`src/rtl/mem_pkg.sv`:
```
// ============================================================================
// Module : mem_pkg
// Brief  : Shared types for the memory port arbiter (port ids, FSM states,
//          response bundle).
// Rev    : 1.0  initial release
// ============================================================================
`default_nettype none

package mem_pkg;

    localparam int WORD_W = 32;

    typedef enum logic [0:0] {
        PORT_IF = 1'b0,
        PORT_D  = 1'b1
    } port_e;

    typedef enum logic [0:0] {
        IDLE  = 1'b0,
        ISSUE = 1'b1
    } state_e;

    typedef struct packed {
        logic              valid;
        logic [WORD_W-1:0] data;
        logic              err;
    } resp_t;

endpackage : mem_pkg

`default_nettype wire

```
`src/rtl/mem_addr_check.sv`:
```
// ============================================================================
// Module : mem_addr_check
// Brief  : Combinational word-alignment and address-range check for one port.
// Rev    : 1.0  initial release
// ============================================================================
`default_nettype none

module mem_addr_check
    import mem_pkg::*;
#(
    parameter logic [WORD_W-1:0] MEM_BASE = 32'h0000_0000,
    parameter logic [WORD_W-1:0] MEM_SIZE = 32'h0001_0000
) (
    input  logic [WORD_W-1:0] addr,
    output logic              err
);

    // One extra bit so BASE+SIZE past 2^32 stays a valid upper bound.
    logic [WORD_W:0] w_addr_x;
    logic [WORD_W:0] w_lo_x;
    logic [WORD_W:0] w_hi_x;

    assign w_addr_x = {1'b0, addr};
    assign w_lo_x   = {1'b0, MEM_BASE};
    assign w_hi_x   = w_lo_x + {1'b0, MEM_SIZE};

    assign err = (addr[1:0] != 2'b00) || (w_addr_x < w_lo_x) || (w_addr_x >= w_hi_x);

endmodule : mem_addr_check

`default_nettype wire

```
`src/rtl/mem_port_arbiter.sv`:
```
// ============================================================================
// Module : mem_port_arbiter
// Brief  : Fetch/data arbiter in front of a single-port memory; one tagged
//          response per request, data priority with a fetch starvation guard.
// Rev    : 1.0  initial release
// ============================================================================
`default_nettype none

module mem_port_arbiter
    import mem_pkg::*;
#(
    parameter logic [WORD_W-1:0] MEM_BASE     = 32'h0000_0000,
    parameter logic [WORD_W-1:0] MEM_SIZE     = 32'h0001_0000,
    parameter int unsigned       STARVE_LIMIT = 4
) (
    input  logic              clk,
    input  logic              rst,
    input  logic              if_req_valid,
    output logic              if_req_ready,
    input  logic [WORD_W-1:0] if_addr,
    input  logic              if_flush,
    output logic              if_resp_valid,
    output logic [WORD_W-1:0] if_resp_data,
    output logic              if_resp_err,
    input  logic              d_req_valid,
    output logic              d_req_ready,
    input  logic              d_we,
    input  logic [WORD_W-1:0] d_addr,
    input  logic [WORD_W-1:0] d_wdata,
    output logic              d_resp_valid,
    output logic [WORD_W-1:0] d_resp_rdata,
    output logic              d_resp_err,
    output logic              mem_write_enabled,
    output logic [WORD_W-1:0] mem_addr,
    output logic [WORD_W-1:0] mem_w_data,
    input  logic [WORD_W-1:0] mem_r_data,
    output logic              busy
);

    localparam int              CNT_W      = $clog2(STARVE_LIMIT + 2);
    localparam logic [CNT_W-1:0] STARVE_MAX = CNT_W'(STARVE_LIMIT);

    state_e              state_q,   state_d;
    port_e               port_q,    port_d;
    logic                we_q,      we_d;
    logic                err_q,     err_d;
    logic [WORD_W-1:0]   addr_q,    addr_d;
    logic [WORD_W-1:0]   wdata_q,   wdata_d;
    logic                mem_we_q,  mem_we_d;
    logic [CNT_W-1:0]    starve_q,  starve_d;
    resp_t               if_resp_q, if_resp_d;
    resp_t               d_resp_q,  d_resp_d;

    logic w_if_err;
    logic w_d_err;
    logic w_grant_if;
    logic w_grant_d;

    mem_addr_check #(
        .MEM_BASE (MEM_BASE),
        .MEM_SIZE (MEM_SIZE)
    ) u_if_check (
        .addr (if_addr),
        .err  (w_if_err)
    );

    mem_addr_check #(
        .MEM_BASE (MEM_BASE),
        .MEM_SIZE (MEM_SIZE)
    ) u_d_check (
        .addr (d_addr),
        .err  (w_d_err)
    );

    // Readys are gated by rst so every output is 0 while reset is held.
    assign w_grant_if = rst && (state_q == IDLE) && if_req_valid &&
                        (!d_req_valid || (starve_q == STARVE_MAX));
    assign w_grant_d  = rst && (state_q == IDLE) && d_req_valid && !w_grant_if;

    always_comb begin
        state_d         = state_q;
        port_d          = port_q;
        we_d            = we_q;
        err_d           = err_q;
        addr_d          = addr_q;
        wdata_d         = wdata_q;
        mem_we_d        = 1'b0;
        if_resp_d       = if_resp_q;
        d_resp_d        = d_resp_q;
        if_resp_d.valid = 1'b0;
        d_resp_d.valid  = 1'b0;

        case (state_q)
            IDLE: begin
                if (w_grant_if || w_grant_d) begin
                    state_d  = ISSUE;
                    port_d   = w_grant_if ? PORT_IF : PORT_D;
                    we_d     = w_grant_d && d_we;
                    err_d    = w_grant_if ? w_if_err : w_d_err;
                    addr_d   = w_grant_if ? if_addr : d_addr;
                    wdata_d  = (w_grant_d && d_we) ? d_wdata : '0;
                    mem_we_d = w_grant_d && d_we && !w_d_err;
                end
            end
            ISSUE: begin
                state_d = IDLE;
                if (port_q == PORT_IF) begin
                    if_resp_d.valid = !if_flush;
                    if_resp_d.data  = (err_q || we_q) ? '0 : mem_r_data;
                    if_resp_d.err   = err_q;
                end else begin
                    d_resp_d.valid  = 1'b1;
                    d_resp_d.data   = (err_q || we_q) ? '0 : mem_r_data;
                    d_resp_d.err    = err_q;
                end
            end
            default: state_d = IDLE;
        endcase

        if (if_req_valid && !w_grant_if) begin
            starve_d = (starve_q == STARVE_MAX) ? STARVE_MAX : starve_q + 1'b1;
        end else begin
            starve_d = '0;
        end
    end

    always_ff @(posedge clk or negedge rst) begin
        if (!rst) begin
            state_q   <= IDLE;
            port_q    <= PORT_IF;
            we_q      <= 1'b0;
            err_q     <= 1'b0;
            addr_q    <= '0;
            wdata_q   <= '0;
            mem_we_q  <= 1'b0;
            starve_q  <= '0;
            if_resp_q <= '0;
            d_resp_q  <= '0;
        end else begin
            state_q   <= state_d;
            port_q    <= port_d;
            we_q      <= we_d;
            err_q     <= err_d;
            addr_q    <= addr_d;
            wdata_q   <= wdata_d;
            mem_we_q  <= mem_we_d;
            starve_q  <= starve_d;
            if_resp_q <= if_resp_d;
            d_resp_q  <= d_resp_d;
        end
    end

    assign if_req_ready      = w_grant_if;
    assign d_req_ready       = w_grant_d;
    assign busy              = (state_q != IDLE);
    assign mem_write_enabled = mem_we_q;
    assign mem_addr          = addr_q;
    assign mem_w_data        = wdata_q;

    // A redirect during the response cycle still kills the fetch pulse.
    assign if_resp_valid     = if_resp_q.valid && !if_flush;
    assign if_resp_data      = if_resp_q.data;
    assign if_resp_err       = if_resp_q.err;
    assign d_resp_valid      = d_resp_q.valid;
    assign d_resp_rdata      = d_resp_q.data;
    assign d_resp_err        = d_resp_q.err;

endmodule : mem_port_arbiter

`default_nettype wire

```
`config.mk`:
```
export PLATFORM = sky130hd
export DESIGN_NAME = mem_port_arbiter
export DESIGN_NICKNAME = d
export VERILOG_FILES = /design/src/rtl/mem_pkg.sv /design/src/rtl/mem_addr_check.sv /design/src/rtl/mem_port_arbiter.sv
export SDC_FILE = /design/constraint.sdc
export NUM_CORES = 1
export LEC_CHECK = 0
export CAP_MARGIN = 20
export CORE_MARGIN = 10
export CORE_UTILIZATION = 41
export DETAILED_ROUTE_END_ITERATION = 16
export PLACE_DENSITY = 0.78
export SYNTH_ARGS = -nofsm -noshare
export SYNTH_HDL_FRONTEND = slang
export SYNTH_SLANG_ARGS = --single-unit
```
`constraint.sdc`:
```
create_clock -name clk -period 2.2 [get_ports clk]
set_clock_uncertainty 0.05 [all_clocks]
set_input_delay 0.44 -clock clk [delete_from_list [all_inputs] [get_ports clk]]
set_output_delay 0.44 -clock clk [all_outputs]
set_load 0.02 [all_outputs]
```
==> impl_metrics.env, run 1 <==
export IMPL_status="completed"
export IMPL_synthCells=511
export IMPL_synth_top_cell_area_share=0.6242
export IMPL_dieArea_um2=18770
export IMPL_crit_family="buffers and inverters"
export IMPL_worst_path_buf_inv=2
export IMPL_report_final_slew_viol_count=0
export IMPL_fin_crit_sh=0.9513
export IMPL_power_density_nw_per_um2=1009
export IMPL_antennaDiodeCount=0
export IMPL_grt_use_total=0.1965
export IMPL_p_switching_w=0.002732
export IMPL_fillers=981
export IMPL_grt_max_degree=68
export IMPL_drive_above_1_share=0.07490
export IMPL_portBuffers=269
export IMPL_ys_types=30
export IMPL_critPathMostFrequentCell="clkdlybuf4s50_1"
export IMPL_p_leak_nw=4.003
export IMPL_ys_dominant_reg_cell="dfrtp_1"
export IMPL_cp_data_required_time_ns=1.71
export IMPL_viasPerCell=5.156
export IMPL_setup_viol=0
export IMPL_syn_num_nets=647
export IMPL_worstSetupPathType="input port to primary output"
export IMPL_place_hpwl_um=14090
export IMPL_maxCapViolCount=0
export IMPL_p_seq_frac=0.376
export IMPL_clock_latency_ns=0.41
export IMPL_grt_pass1_vias=5147
export IMPL_grt_setup_unrepaired="false"
export IMPL_multi_input_area_um2=1582
export IMPL_cp_max_fo=2
export IMPL_max_freq_ghz=0.4778
export IMPL_regToRegSetupSlack_ns=0.15
export IMPL_timing_hold_ws_ns=0.1424
export IMPL_vias=4831
export IMPL_min_path_type="input port to async pin"
export IMPL_fin_area_um2=8884
export IMPL_critPathLaunchType="input port"
export IMPL_ys_seq_area_frac=0.6242
export IMPL_initialDrtViolationCount=429
export IMPL_max_stage_delay_ns=0.62
export IMPL_cp_slowest_cell="clkdlybuf4s50_1"
export IMPL_post_cts_buffers=0
export IMPL_seq_area_um2=3503
export IMPL_intPower_w=0.006236
export IMPL_io_pins=270
export IMPL_antenna_found_initial=0
export IMPL_use_met3=0.09531
export IMPL_drtPass1Iterations=7
export IMPL_critical_path_endpoint_type="primary output"
export IMPL_die_w_um=137.0
export IMPL_cts_root_buf="clkbuf_16"
export IMPL_switching_share=0.3046
export IMPL_clkPwrFrac=0.325
export IMPL_max_slew_margin_rel=0.4515
export IMPL_ys_async_sr_fraction=1.000
export IMPL_crit_chain="clkdlybuf4s50_1 > nor2b_1 > clkdlybuf4s50_1"
export IMPL_postPlaceCellArea_um2=8260
export IMPL_syn_avg_cell_area_um2=10.98
export IMPL_post_drt_wl_per_cell_um=20.06
export IMPL_worst_slew_pin_slew_ns=0.8228
export IMPL_num_rows=42
export IMPL_core_area_um2=13350
export IMPL_pwr_share_comb=0.299
export IMPL_clk_pin_slew_ns=0.06
export IMPL_synth_area_leader_cell="dfrtp_1"
export IMPL_synth_edf_count=0
export IMPL_cts_max_path_buffers=2
export IMPL_fin_crit_ns=2.093
export IMPL_die_h_um=137.0
export IMPL_tritoncts="yes"
export IMPL_grt_first_pass_wirelength_um=28400
export IMPL_ys_seq_elements=140
export IMPL_cts_buffers=17
export IMPL_place_gp_congestion=0.8679
export IMPL_nNetsFinal=884
export IMPL_ir_worst_vdd_uv=524.1
export IMPL_yosysMostFrequentCell="dfrtp_1"
export IMPL_initial_core_util=0.4205
export IMPL_yosys_warnings=0
export IMPL_syn_cell_area_um2=5613
export IMPL_antenna_left=0
export IMPL_synth_commonest_cells="140 x dfrtp_1, 102 x nand2_1, 64 x o21ai_0"
export IMPL_arrival_ns=1.60
export IMPL_route_detailed_drc=0
export IMPL_synth_area_leaders="dfrtp_1 62%, nand2_1 6.8%, a222oi_1 5.7%"
export IMPL_clock_sinks=140
export IMPL_globalRouteMet1Util=0.2175
export IMPL_met2_usage=0.3265
export IMPL_routed_wl_um=18790
export IMPL_hold_viol=0
export IMPL_grt_busiest_layer="met2"
export IMPL_syn_to_final_growth_pct=58.27
export IMPL_grt_overflow=0
export IMPL_cts_max_level=4
==> final timing paths <==
path,start,to,depth (start not counted)
max in group asynchronous,rst,if_resp_data[7]$_DFFE_PN0P_,2
worst min register to register,d_resp_rdata[10]$_DFFE_PN0P_,d_resp_rdata[10]$_DFFE_PN0P_,2
worst max-delay path,if_flush,if_resp_valid,3
worst max register to register,starve_q[0]$_DFF_PN0_,mem_write_enabled$_DFF_PN0_,7
worst min-delay path,rst,mem_w_data[15]$_DFFE_PN0P_,2
min in group clk,d_resp_rdata[10]$_DFFE_PN0P_,d_resp_rdata[10]$_DFFE_PN0P_,2
==> layout make-up <==
class                   instances  area share
clock inverters                11     0.01592
repair buffers                284      0.3183
clock buffers                  21     0.05296
well taps                     176     0.02479
inverters                      37     0.01563
flip-flops and latches        140      0.3944
multi-input cells             268      0.1780
==> sequential cells by signal, summed over array words and instances, names as in the netlist <==
| signal | count |
|---|---|
| mem_addr | 32 |
| busy | 1 |
| if_resp_data | 32 |
| mem_w_data | 32 |
| if_resp_q | 1 |
| we_q | 1 |
| d_resp_valid | 1 |
| d_resp_rdata | 32 |
| d_resp_err | 1 |
| err_q | 1 |
| mem_write_enabled | 1 |
| starve_q | 3 |
| port_q | 1 |
| if_resp_err | 1 |
==> worst register-to-register path: cells and delay by family (launching register included) <==
family,cells,cell delay [ns]
simple gates,4,0.94
fa+ha+maj,1,0.23
buf+inv,2,0.34
flops,1,0.39
==> cells in the final DEF, fill, tap and decap left out, types with 2 or more instances in the layout <==
cell             netlist  layout
or4_1                  2       2
clkinvlp_4             0       3
mux2_2                 2       2
nor4_1                 6       6
clkbuf_8               0       3
buf_4                 32      11
ha_1                   2       2
nand2_1              102     101
inv_1                 37      37
a222oi_1              32      32
buf_2                  5       2
o21ai_0               64      64
bufinv_16              0       3
buf_6                  5       2
a22o_1                32      32
nor2_1                 6       5
clkinv_2               0       4
clkbuf_16              0      17
buf_12                 0       2
clkdlybuf4s50_1        0     266
a21o_1                 2       2
nand3_1                3       3
nor2b_1                2       2
dfrtp_1              140     140
==> metrics by stage <==
step / utilization / std cells / total power [W] / setup slack [ns] / TNS [ns]
3_3_place_gp: 0.6189 / 903 / 0.006040 / -0.2103 / -3.675
5_1_grt: 0.6655 / 937 / 0.009393 / 0.05375 / 0
4_1_cts: 0.6662 / 937 / 0.009062 / 0.002140 / 0
6_report: 0.6655 / 937 / 0.008968 / 0.1071 / 0
2_1_floorplan: - / 511 / 0.004716 / 0.5138 / 0
3_5_place_dp: 0.6189 / 903 / 0.006119 / -0.2678 / -4.877
==> metal layers <==
layer	vias to the layer above	share of wire
li1	2223	-
met1	2327	0.37
met2	261	0.49
met3	20	0.12
met4	0	0.016
met5	-	0
==> power by group through the flow <==
stage          Combinational (W)  Sequential, W  Clock [W]
3_5_place_dp             0.00271        0.00341          0
6_report                 0.00268        0.00338    0.00291
3_3_place_gp             0.00265        0.00339          0
5_1_grt                  0.00287        0.00343    0.00309
2_1_floorplan           0.000939        0.00378          0
4_1_cts                  0.00272        0.00337    0.00296
==> cell families (layout without fill, tap and decap cells) <==
family	after synthesis	in the layout	synth area share
buffers and inverters	104	353	0.09875
AND/OR/NAND/NOR	129	130	0.09652
AO/OA/AOI/OAI	134	134	0.1721
flip-flops	140	140	0.6242
adder cells (fa/ha/maj)	2	2	0.004458
multiplexers	2	2	0.004012
==> repair_timing <==
item / 4_1_cts / 5_1_grt
hold endpoints to repair: 11 / 0
pin swaps: 1 / 0
endpoints found under the setup margin: 3 / 19
hold buffers: 1 / 0
gates resized for setup: 6 / 4
cloned: 1 / 0
No activity file was read; power rests on OpenSTA's default activity.
==> run 2, diff against run 1 <==
--- a/config.mk
+++ b/config.mk
@@ -10,6 +10,7 @@
 export CORE_UTILIZATION = 41
 export DETAILED_ROUTE_END_ITERATION = 16
 export PLACE_DENSITY = 0.78
+export SLEW_MARGIN = 40
 export SYNTH_ARGS = -nofsm -noshare
 export SYNTH_HDL_FRONTEND = slang
 export SYNTH_SLANG_ARGS = --single-unit
==> impl_metrics.env, run 2 (same netlist as run 1, synthesis figures left out) <==
export IMPL_final_cell_mix="266 x clkdlybuf4s50_1, 140 x dfrtp_1, 101 x nand2_1"
export IMPL_switching_share=0.3046
export IMPL_p_switching_w=0.002732
export IMPL_max_stage_delay_ns=0.62
export IMPL_drive_above_1_share=0.07490
export IMPL_fin_crit_sh=0.9513
export IMPL_post_drt_wl_per_cell_um=20.08
export IMPL_p_total_w=0.008970
export IMPL_grt_max_degree=68
export IMPL_worst_slew_pin_slew_ns=0.5946
export IMPL_place_gp_congestion=0.8679
export IMPL_max_freq_ghz=0.4778
export IMPL_critPathMostFrequentCell="clkdlybuf4s50_1"
export IMPL_p_seq_frac=0.376
export IMPL_power_density_nw_per_um2=1009
export IMPL_grt_setup_unrepaired="false"
export IMPL_antenna_left=0
export IMPL_worstSetupPathType="input port to primary output"
export IMPL_grt_use_total=0.1965
export IMPL_route_detailed_drc=0
export IMPL_antennaDiodeCount=0
export IMPL_syn_to_final_growth_pct=58.40
export IMPL_hold_viol=0
export IMPL_min_path_type="input port to async pin"
export IMPL_routed_wl_um=18820
export IMPL_pwr_share_comb=0.299
export IMPL_crit_family="buffers and inverters"
export IMPL_arrival_ns=1.60
export IMPL_num_rows=42
export IMPL_portBuffers=269
export IMPL_cts_buffers=17
export IMPL_clkPwrFrac=0.325
export IMPL_fin_crit_ns=2.093
export IMPL_clock_sinks=140
export IMPL_tritoncts="yes"
export IMPL_cp_data_required_time_ns=1.71
export IMPL_io_pins=270
export IMPL_status="completed"
export IMPL_grt_pass1_vias=5147
export IMPL_vias=4814
export IMPL_viasPerCell=5.138
export IMPL_fin_setup_tns_ns=0
export IMPL_intPower_w=0.006237
export IMPL_die_h_um=137.0
export IMPL_cp_max_fo=2
export IMPL_cp_slowest_cell="clkdlybuf4s50_1"
export IMPL_crit_chain="clkdlybuf4s50_1 > nor2b_1 > clkdlybuf4s50_1"
export IMPL_fillers=981
export IMPL_final_common_cell="clkdlybuf4s50_1"
export IMPL_core_area_um2=13350
export IMPL_post_cts_buffers=0
export IMPL_place_hpwl_um=14090
export IMPL_nNetsFinal=884
export IMPL_clock_latency_ns=0.41
export IMPL_clk_pin_slew_ns=0.06
export IMPL_initialDrtViolationCount=455
export IMPL_report_final_slew_viol_count=0
export IMPL_critPathLaunchType="input port"
export IMPL_drtPass1Iterations=8
export IMPL_grt_overflow=0
export IMPL_maxCapViolCount=0
export IMPL_cts_max_path_buffers=2
export IMPL_critical_path_endpoint_type="primary output"
export IMPL_ir_worst_vdd_uv=524.3
export IMPL_dieArea_um2=18770
export IMPL_antenna_found_initial=0
export IMPL_setup_viol=0
export IMPL_cts_root_buf="clkbuf_16"
export IMPL_p_leak_nw=4.005
export IMPL_worst_path_buf_inv=2
export IMPL_cts_max_level=4
export IMPL_grt_first_pass_wirelength_um=28400
export IMPL_die_w_um=137.0
export IMPL_initial_core_util=0.4205
export IMPL_max_slew_margin_rel=0.6036
-- run 2: cell count changes in the layout (fill, tap and decap cells not counted) --
| cell | change |
|---|---|
| buf_4 | -2 |
| buf_6 | +2 |
-- run 2: layer usage --
layer  up-vias  global-route usage  wire, um
met4         0             0.06089       301
met2       243              0.3265      9272
li1       2223                   -         -
met1      2328              0.2175      6966
met5         -                   0         0
met3        20             0.09531      2275
-- run 2: path summary, 6_finish.rpt --
kind | cells past startpoint | to | startpoint | slack, ns
setup / recovery | 3 | if_resp_valid | if_flush | 0.11
hold / removal | 2 | mem_w_data[15]$_DFFE_PN0P_ | rst | 0.05
setup reg to reg | 7 | mem_write_enabled$_DFF_PN0_ | starve_q[0]$_DFF_PN0_ | 0.17
hold reg to reg | 2 | d_resp_rdata[10]$_DFFE_PN0P_ | d_resp_rdata[10]$_DFFE_PN0P_ | 0.43
max in group asynchronous | 3 | starve_q[2]$_DFF_PN0_ | rst | 1.44
min in group clk | 2 | d_resp_rdata[10]$_DFFE_PN0P_ | d_resp_rdata[10]$_DFFE_PN0P_ | 0.43
-- run 2: layout make-up --
class	instances	area (um^2)	area share
well taps	176	220.2	0.02477
inverters	37	138.9	0.01562
clock inverters	11	141.4	0.01590
multi-input cells	268	1582	0.1779
repair buffers	284	2835	0.3189
flip-flops and latches	140	3503	0.3940
clock buffers	21	470.5	0.05291
-- run 2: power by group through the flow --
stage | Clock, W | Combinational [W] | Sequential [W]
2_1_floorplan | 0 | 0.000939 | 0.00378
3_3_place_gp | 0 | 0.00265 | 0.00339
3_5_place_dp | 0 | 0.00271 | 0.00341
4_1_cts | 0.00296 | 0.00272 | 0.00337
5_1_grt | 0.00309 | 0.00287 | 0.00343
6_report | 0.00292 | 0.00268 | 0.00337
-- run 2: timing repair --
action,4_1_cts,5_1_grt
gates cloned,1,0
gates resized for setup,6,4
setup endpoints to repair,3,19
endpoints found under the hold margin,11,0
hold buffers,1,0
pin swaps,1,0
-- run 2: stage by stage --
| step | instances | area, um^2 | setup WS [ns] | hold slack [ns] | util |
|---|---|---|---|---|---|
| after detailed placement | 903 | 8260 | -0.2678 | 0.3450 | 0.6189 |
| after global placement | 903 | 8260 | -0.2103 | 0.3390 | 0.6189 |
| after global routing | 937 | 8891 | 0.05375 | 0.1109 | 0.6661 |
| after floorplan | 511 | 5613 | 0.5138 | 0.09441 | - |
| after CTS | 937 | 8892 | 0.002140 | 0.1751 | 0.6662 |
| final | 937 | 8891 | 0.1071 | 0.05149 | 0.6661 |
==> run 3, diff against run 2 <==
--- a/config.mk
+++ b/config.mk
@@ -6,10 +6,12 @@
 export NUM_CORES = 1
 export LEC_CHECK = 0
 export CAP_MARGIN = 20
+export CELL_PAD_IN_SITES_DETAIL_PLACEMENT = 1
+export CELL_PAD_IN_SITES_GLOBAL_PLACEMENT = 1
 export CORE_MARGIN = 10
-export CORE_UTILIZATION = 41
+export CORE_UTILIZATION = 30
 export DETAILED_ROUTE_END_ITERATION = 16
-export PLACE_DENSITY = 0.78
+export PLACE_DENSITY = 0.77
 export SLEW_MARGIN = 40
 export SYNTH_ARGS = -nofsm -noshare
 export SYNTH_HDL_FRONTEND = slang
==> impl_metrics.env, run 3 (same netlist as run 1, synthesis figures left out) <==
export IMPL_route_detailed_drc=0
export IMPL_routed_wl_um=20880
export IMPL_reg2reg_from="starve_q[0]$_DFF_PN0_"
export IMPL_post_cts_buffers=0
export IMPL_drive_above_1_share=0.08016
export IMPL_io_pins=270
export IMPL_grt_pass1_vias=5626
export IMPL_antenna_found_initial=2
export IMPL_post_drt_wl_per_cell_um=21.05
export IMPL_grt_overflow=0
export IMPL_cts_max_level=4
export IMPL_clock_sinks=140
export IMPL_ir_worst_vdd_uv=534.6
export IMPL_timing_hold_ws_ns=-0.01307
export IMPL_vias=4926
export IMPL_initialDrtViolationCount=289
export IMPL_postPlaceCellArea_um2=8367
export IMPL_power_density_nw_per_um2=1045
export IMPL_grt_max_degree=141
export IMPL_fin_crit_ns=2.088
export IMPL_report_final_slew_viol_count=0
export IMPL_setup_viol=0
export IMPL_clk_pin_slew_ns=0.06
export IMPL_critPathLaunchType="input port"
export IMPL_maxCapViolCount=0
export IMPL_arrival_ns=1.60
export IMPL_cts_root_buf="clkbuf_16"
export IMPL_nNetsFinal=884
export IMPL_cts_buffers=17
export IMPL_die_h_um=156.8
export IMPL_dieArea_um2=24580
export IMPL_critical_path_endpoint_type="primary output"
export IMPL_p_leak_nw=4.084
export IMPL_portBuffers=269
export IMPL_place_hpwl_um=15670
export IMPL_die_w_um=156.8
export IMPL_dp_cells=957
export IMPL_min_path_type="input port to async pin"
export IMPL_status="finished with violations"
export IMPL_place_gp_congestion=0.7723
export IMPL_max_freq_ghz=0.4789
export IMPL_fillers=1945
export IMPL_regToRegSetupSlack_ns=0.32
export IMPL_timing_critical_path_from="if_flush"
export IMPL_layout_cells_non_filler=992
export IMPL_fin_util=0.5013
export IMPL_worstSetupPathType="input port to primary output"
export IMPL_violations="negative hold slack"
export IMPL_final_common_cell="clkdlybuf4s50_1"
export IMPL_cp_max_fo=2
export IMPL_syn_to_final_growth_pct=62.64
export IMPL_fin_crit_sh=0.9492
export IMPL_initial_core_util=0.3083
export IMPL_max_slew_margin_rel=0.6366
export IMPL_viasPerCell=4.966
export IMPL_fin_area_um2=9129
export IMPL_cts_hold_fix_buffers=0
export IMPL_hold_viol=6
export IMPL_cp_data_required_time_ns=1.71
export IMPL_grt_setup_unrepaired="true"
export IMPL_antenna_left=0
export IMPL_clock_latency_ns=0.41
export IMPL_core_area_um2=18210
export IMPL_grt_first_pass_wirelength_um=32550
export IMPL_drtPass1Iterations=9
export IMPL_num_rows=49
export IMPL_worst_slew_pin_slew_ns=0.5451
export IMPL_tritoncts="yes"
export IMPL_final_cell_mix="266 x clkdlybuf4s50_1, 140 x dfrtp_1, 100 x nand2_1"
export IMPL_grt_use_total=0.1693
export IMPL_cts_max_path_buffers=2
run 3: cell count changes in the layout (fill, tap and decap cells not counted), sizes merged:
cell         before  now
clkinvlp          3    0
buf              17   19
bufinv            3    6
and2              2    1
dlygate4sd3       1    0
clkbuf           21   23
diode             0    2
inv              37   38
clkinv            5    2
run 3: stage by stage:
step | worst slack, ns | total power (W) | hold WS (ns) | setup TNS [ns]
after global placement | -0.01648 | 0.006078 | 0.4025 | -0.01648
after detailed placement | -0.03558 | 0.006186 | 0.4236 | -0.05218
after global routing | -0.005069 | 0.01002 | 0.02565 | -0.005069
after CTS | 0.003154 | 0.009673 | 0.1963 | 0
after floorplan | 0.5138 | 0.004716 | 0.09441 | 0
final | 0.1118 | 0.009539 | -0.01307 | 0
run 3: routing by layer:
metal	wire length [um]	vias up	global-route usage
met5	0	-	0
met4	474	0	0.06876
met3	2380	29	0.08416
met2	9981	225	0.2758
met1	8042	2441	0.1847
li1	-	2231	-
run 3: timing repair:
item | 4_1_cts | 5_1_grt
gates resized for setup | 2 | 3
pin swaps | 0 | 1
setup endpoints to repair | 2 | 2
run 3: worst paths after layout:
path	end	cells after the start
setup / recovery	if_resp_valid	3
hold / removal	d_resp_err$_DFFE_PN0P_	2
setup reg to reg	mem_write_enabled$_DFF_PN0_	6
hold reg to reg	if_resp_data[0]$_DFFE_PN0P_	2
max in group asynchronous	d_resp_rdata[12]$_DFFE_PN0P_	3
min in group clk	if_resp_data[0]$_DFFE_PN0P_	2
run 3: critical path, cell delays in order:
cell,delay [ns]
clkdlybuf4s50_1,0.42
nor2b_1,0.12
clkdlybuf4s50_1,0.62
run 3: cell type report:
class | instances | area [um^2] | share of cell area
Inverter | 37 | 138.9 | 0.01521
Clock inverter | 9 | 202.7 | 0.02220
Antenna cell | 2 | 5.005 | 0.0005482
Multi-Input combinational cell | 267 | 1589 | 0.1741
Tap cell | 229 | 286.5 | 0.03139
Timing Repair Buffer | 285 | 2895 | 0.3172
Clock buffer | 23 | 508.0 | 0.05565
Sequential cell | 140 | 3503 | 0.3838
run 3: where the power goes:
part / internal [W] / switching, W
Clock: 0.00232 / 0.00111
Sequential: 0.00307 / 0.000301
Combinational: 0.00131 / 0.00143
Total: 0.00670 / 0.00284
